==> config.mk <==
export PLATFORM = sky130hd
export DESIGN_NAME = spi_master_fe
export DESIGN_NICKNAME = d
export VERILOG_FILES = /design/src/rtl/spi_master_fe_pkg.sv /design/src/rtl/spi_master_fe.sv
export SDC_FILE = /design/constraint.sdc
export NUM_CORES = 1
export LEC_CHECK = 0
export ABC_AREA = 1
export CAP_MARGIN = 20
export CORE_ASPECT_RATIO = 1.1
export CORE_UTILIZATION = 45
export DETAILED_ROUTE_END_ITERATION = 16
export PLACE_DENSITY_LB_ADDON = 0.05
export SYNTH_ARGS = -nofsm -noshare
export SYNTH_HDL_FRONTEND = slang
export SYNTH_SLANG_ARGS = --single-unit
==> constraint.sdc <==
create_clock -name clk -period 2.5 [get_ports clk]
set_input_delay 0.5 -clock clk [delete_from_list [all_inputs] [get_ports clk]]
set_output_delay 0.5 -clock clk [all_outputs]
set_load 0.03 [all_outputs]
==> src/rtl/spi_master_fe_pkg.sv <==
// rtl/spi_master_fe_pkg.sv - shared SPI word width and sclk timing defaults
// Master and slave benches import these so both sides agree on framing.
package spi_master_fe_pkg;

  localparam int SPI_DATA_W_DEFAULT   = 8;
  localparam int SPI_HALF_PER_DEFAULT = 8;

endpackage

==> src/rtl/spi_master_fe.sv <==
// rtl/spi_master_fe.sv - mode 0, MSB-first SPI master, one word per ss assertion
// miso is captured on the cycle sclk is driven high, giving the slave HALF_PER cycles after each fall.
module spi_master_fe
  import spi_master_fe_pkg::*;
#(
  parameter int DATA_W   = SPI_DATA_W_DEFAULT,
  parameter int HALF_PER = SPI_HALF_PER_DEFAULT
) (
  input  logic              clk,
  input  logic              rst,
  input  logic              start,
  input  logic [DATA_W-1:0] data_in,
  output logic [DATA_W-1:0] data_out,
  output logic              busy,
  output logic              done,
  output logic              sclk,
  output logic              ss,
  output logic              mosi,
  input  logic              miso
);

  localparam int CNT_W = $clog2(HALF_PER);
  localparam int BIT_W = (DATA_W > 2) ? $clog2(DATA_W) : 1;

  typedef enum logic [2:0] {
    S_IDLE,
    S_SETUP,
    S_HIGH,
    S_LOW,
    S_HOLD,
    S_GAP
  } state_e;

  state_e              state_q, state_d;
  logic [CNT_W-1:0]    cnt_q, cnt_d;
  logic [BIT_W-1:0]    bit_q, bit_d;
  logic [DATA_W-1:0]   tx_q, tx_d;
  logic [DATA_W-1:0]   rx_q, rx_d;
  logic [DATA_W-1:0]   dout_q, dout_d;
  logic                sclk_q, sclk_d;
  logic                ss_q, ss_d;
  logic                busy_q, busy_d;
  logic                done_q, done_d;
  logic                phase_end;

  assign phase_end = (cnt_q == CNT_W'(HALF_PER - 1));

  always_comb begin
    state_d = state_q;
    cnt_d   = cnt_q;
    bit_d   = bit_q;
    tx_d    = tx_q;
    rx_d    = rx_q;
    dout_d  = dout_q;
    sclk_d  = sclk_q;
    ss_d    = ss_q;
    busy_d  = busy_q;
    done_d  = 1'b0;

    if (state_q != S_IDLE) begin
      cnt_d = phase_end ? '0 : cnt_q + 1'b1;
    end

    case (state_q)
      S_IDLE: begin
        if (start) begin
          tx_d    = data_in;
          rx_d    = '0;
          bit_d   = '0;
          cnt_d   = '0;
          ss_d    = 1'b0;
          busy_d  = 1'b1;
          state_d = S_SETUP;
        end
      end
      S_SETUP, S_LOW: begin
        if (phase_end) begin
          sclk_d  = 1'b1;
          rx_d    = {rx_q[DATA_W-2:0], miso};
          state_d = S_HIGH;
        end
      end
      S_HIGH: begin
        if (phase_end) begin
          sclk_d  = 1'b0;
          tx_d    = {tx_q[DATA_W-2:0], 1'b0};
          bit_d   = bit_q + 1'b1;
          state_d = (bit_q == BIT_W'(DATA_W - 1)) ? S_HOLD : S_LOW;
        end
      end
      S_HOLD: begin
        if (phase_end) begin
          ss_d    = 1'b1;
          dout_d  = rx_q;
          done_d  = 1'b1;
          state_d = S_GAP;
        end
      end
      S_GAP: begin
        if (phase_end) begin
          busy_d  = 1'b0;
          state_d = S_IDLE;
        end
      end
      default: state_d = S_IDLE;
    endcase
  end

  always_ff @(posedge clk) begin
    if (rst) begin
      state_q <= S_IDLE;
      cnt_q   <= '0;
      bit_q   <= '0;
      tx_q    <= '0;
      rx_q    <= '0;
      dout_q  <= '0;
      sclk_q  <= 1'b0;
      ss_q    <= 1'b1;
      busy_q  <= 1'b0;
      done_q  <= 1'b0;
    end else begin
      state_q <= state_d;
      cnt_q   <= cnt_d;
      bit_q   <= bit_d;
      tx_q    <= tx_d;
      rx_q    <= rx_d;
      dout_q  <= dout_d;
      sclk_q  <= sclk_d;
      ss_q    <= ss_d;
      busy_q  <= busy_d;
      done_q  <= done_d;
    end
  end

  // tx_q has fully shifted out to zero by HOLD, so mosi idles low without extra gating.
  assign mosi     = tx_q[DATA_W-1];
  assign sclk     = sclk_q;
  assign ss       = ss_q;
  assign busy     = busy_q;
  assign done     = done_q;
  assign data_out = dout_q;

endmodule

==> flow_metrics.tcl <==
set metrics [dict create \
    outcome "finished clean" \
    synth-seq-cells 37 \
    max_freq_mhz 535 \
    multi_input_area_um2 805 \
    postCtsSetupBuffers 0 \
    synth.distinct_cells 21 \
    synthesis.nets 255 \
    hold_depth 2 \
    cts_hold_buf 0 \
    synth-main-ff-cell "dfxtp_1" \
    synth_area_um2 1690 \
    hold_path.class "reg2reg" \
    core_um2 3470 \
    nFillCells 354 \
    hold_viol 0 \
    viasPerCell 4.66 \
    min_to "data_out[4]" \
    cts_resized 0 \
    p_leak_nw 0.915 \
    period_share_pct 74.7 \
    clock_latency_ps 350 \
    reg2reg_from "cnt_q[0]" \
    crit_type "reg2out" \
    hold_path.startpoint "data_out[4]" \
    cts.sinks 37 \
    final_common_cell "nand2_1" \
    io_buffers 24 \
    ff2ff_setup_slack_ps 820 \
    startpoint_type "flip-flop" \
    antenna_found_initial 0 \
    overflow 0 \
    critPathTopFamily "buffers and inverters" \
    r2r_cells 7 \
    rsz0062_at_grt "false" \
    path_buf_inv 1 \
    num-nets-final 280 \
    crit_chain "clkdlybuf4s50_1" \
    drive_gt1_share_pct 6.79 \
    clock-skew-final_ps 15.3 \
    rows 22 \
    finalSetupViolCount 0 \
    wl_per_cell_um 10.3 \
    power_mw 1.29 \
    start_util_pct 48.7 \
    finalSetupTns_ps 0 \
    final_cell_mix "nand2_1, nor2_1, dfxtp_1, clkdlybuf4s50_1, inv_1" \
    grt_use_total_pct 19.0 \
    cp_slowest_cell "clkdlybuf4s50_1" \
    clock_path_buffers 2 \
    yosys.area.top_type_share_pct 43.9 \
    yosys_warnings 0 \
    syn2layout_area_growth_pct 18.9 \
    p_per_area_nw_per_um2 642 \
    drc_errors 0 \
    die_h_um 66.2 \
    avgSynthCellArea_um2 7.06 \
    fin_crit_ps 1870 \
    htree_num_levels 2 \
    diodes 0 \
    async_reset_ff_share_pct 0 \
    max_cap_viol_count 0 \
    io-pin-count 25 \
    drt_iter0_markers 112 \
    vdd_drop_max_mv 0.405 \
    path_max_fanout 2 \
    vias 1460 \
    synth-edff-count 0 \
    die_x_um 60.4 \
    firstDrtPassIters 5 \
    synth.largest_area_cell "dfxtp_1" \
    root_buffer "clkbuf_4" \
    synth_area_leaders "dfxtp_1, nand2_1, nor2_1, o21ai_0, inv_1" \
    grt_pass1_wl_um 5650 \
    place_hpwl_um 2130 \
    regArea_um2 741 \
    clk_pin_slew_ps 130 \
    synthCells 239 \
    maxSlewViolCount 0 \
    crit_required_ps 2000 \
    ys_seq_area_share_pct 43.9 \
    r2r-end "tx_q[6]" \
    worstMarginPinSlew_ps 519 \
    worst_path_largest_cell_delay_ps 670 \
    worstPathArrival_ps 1370 \
    numCtsBuffers 5 \
    endpoint_kind "primary output" \
    routabilityCongestion 0.869 \
    ant_nets 0 \
    grt_pass1_vias 1298 \
    relSlewSlack_pct 65.3 \
    die-area_um2 4000 \
    drt_wl_total_um 3210 \
    grt_max_degree 20 \
    tritoncts "built" \
    startpoint "data_out[7]" \
]
-- routing by layer --
metal / GRT usage, % / part of all wire [%]
met3: 5.28 / 4.0
met4: 10.2 / 1.8
met1: 25.4 / 51
met5: 0 / 0
met2: 27.2 / 43
-- power breakdown --
part           internal [mW]  switching, mW
Combinational          0.107          0.169
Sequential             0.645         0.0411
Clock                  0.111          0.215
-- cell families (layout without fill, tap and decap cells) --
kind of cell / count (synthesis) / count (layout) / synth area share [%]
buf+inv: 31 / 57 / 8.45
simple gates: 141 / 141 / 36.5
compound gates: 26 / 26 / 8.23
fa+ha+maj: 4 / 4 / 2.97
flops: 37 / 37 / 43.9
-- worst max path at each step --
stage | end | slack (ps) | cells past startpoint
2_1_floorplan | state_q[1] | 1170 | 8
3_3_place_gp | rx_q[0] | 570 | 6
3_5_place_dp | rx_q[3] | 540 | 6
4_1_cts | data_out[1] | 610 | 1
5_1_grt | mosi | 540 | 1
6_report | data_out[7] | 630 | 1
-- area by class of cell --
cell class              instances  share of cell area [%]
repair buffers                 26                    12.7
well taps                      48                    2.99
clock buffers                   5                    1.87
multi-input cells             171                    40.1
flip-flops and latches         37                    36.9
inverters                      23                    4.30
clock inverters                 3                    1.12
-- sequential cells by signal (all words and copies together) (netlist names), 3 cells and up --
name	flops
rx_q	8
cnt_q	3
tx_q	8
bit_q	3
data_out	8
state_q	3
-- through the flow --
stage / util [%] / std cells / hold slack (ps) / setup WS [ps] / area [um^2]
final: 57.9 / 313 / 453 / 632 / 2010
after global routing: 57.9 / 313 / 473 / 543 / 2010
after CTS: 57.9 / 313 / 458 / 606 / 2010
after detailed placement: 56.1 / 305 / 433 / 536 / 1950
after global placement: 56.1 / 305 / 426 / 570 / 1950
after floorplan: - / 239 / 421 / 1170 / 1690
-- synth_stat cells (2+ instances only) --
| cell type | n |
|---|---|
| nor2_4 | 2 |
| o21ai_0 | 16 |
| nor2_1 | 49 |
| dfxtp_1 | 37 |
| buf_2 | 3 |
| ha_1 | 4 |
| buf_6 | 3 |
| nand3_1 | 15 |
| inv_1 | 21 |
| a21oi_1 | 8 |
| nand3b_1 | 5 |
| nand2_1 | 65 |
| clkbuf_1 | 2 |
| inv_2 | 2 |
(Power assumes the default switching activity.)
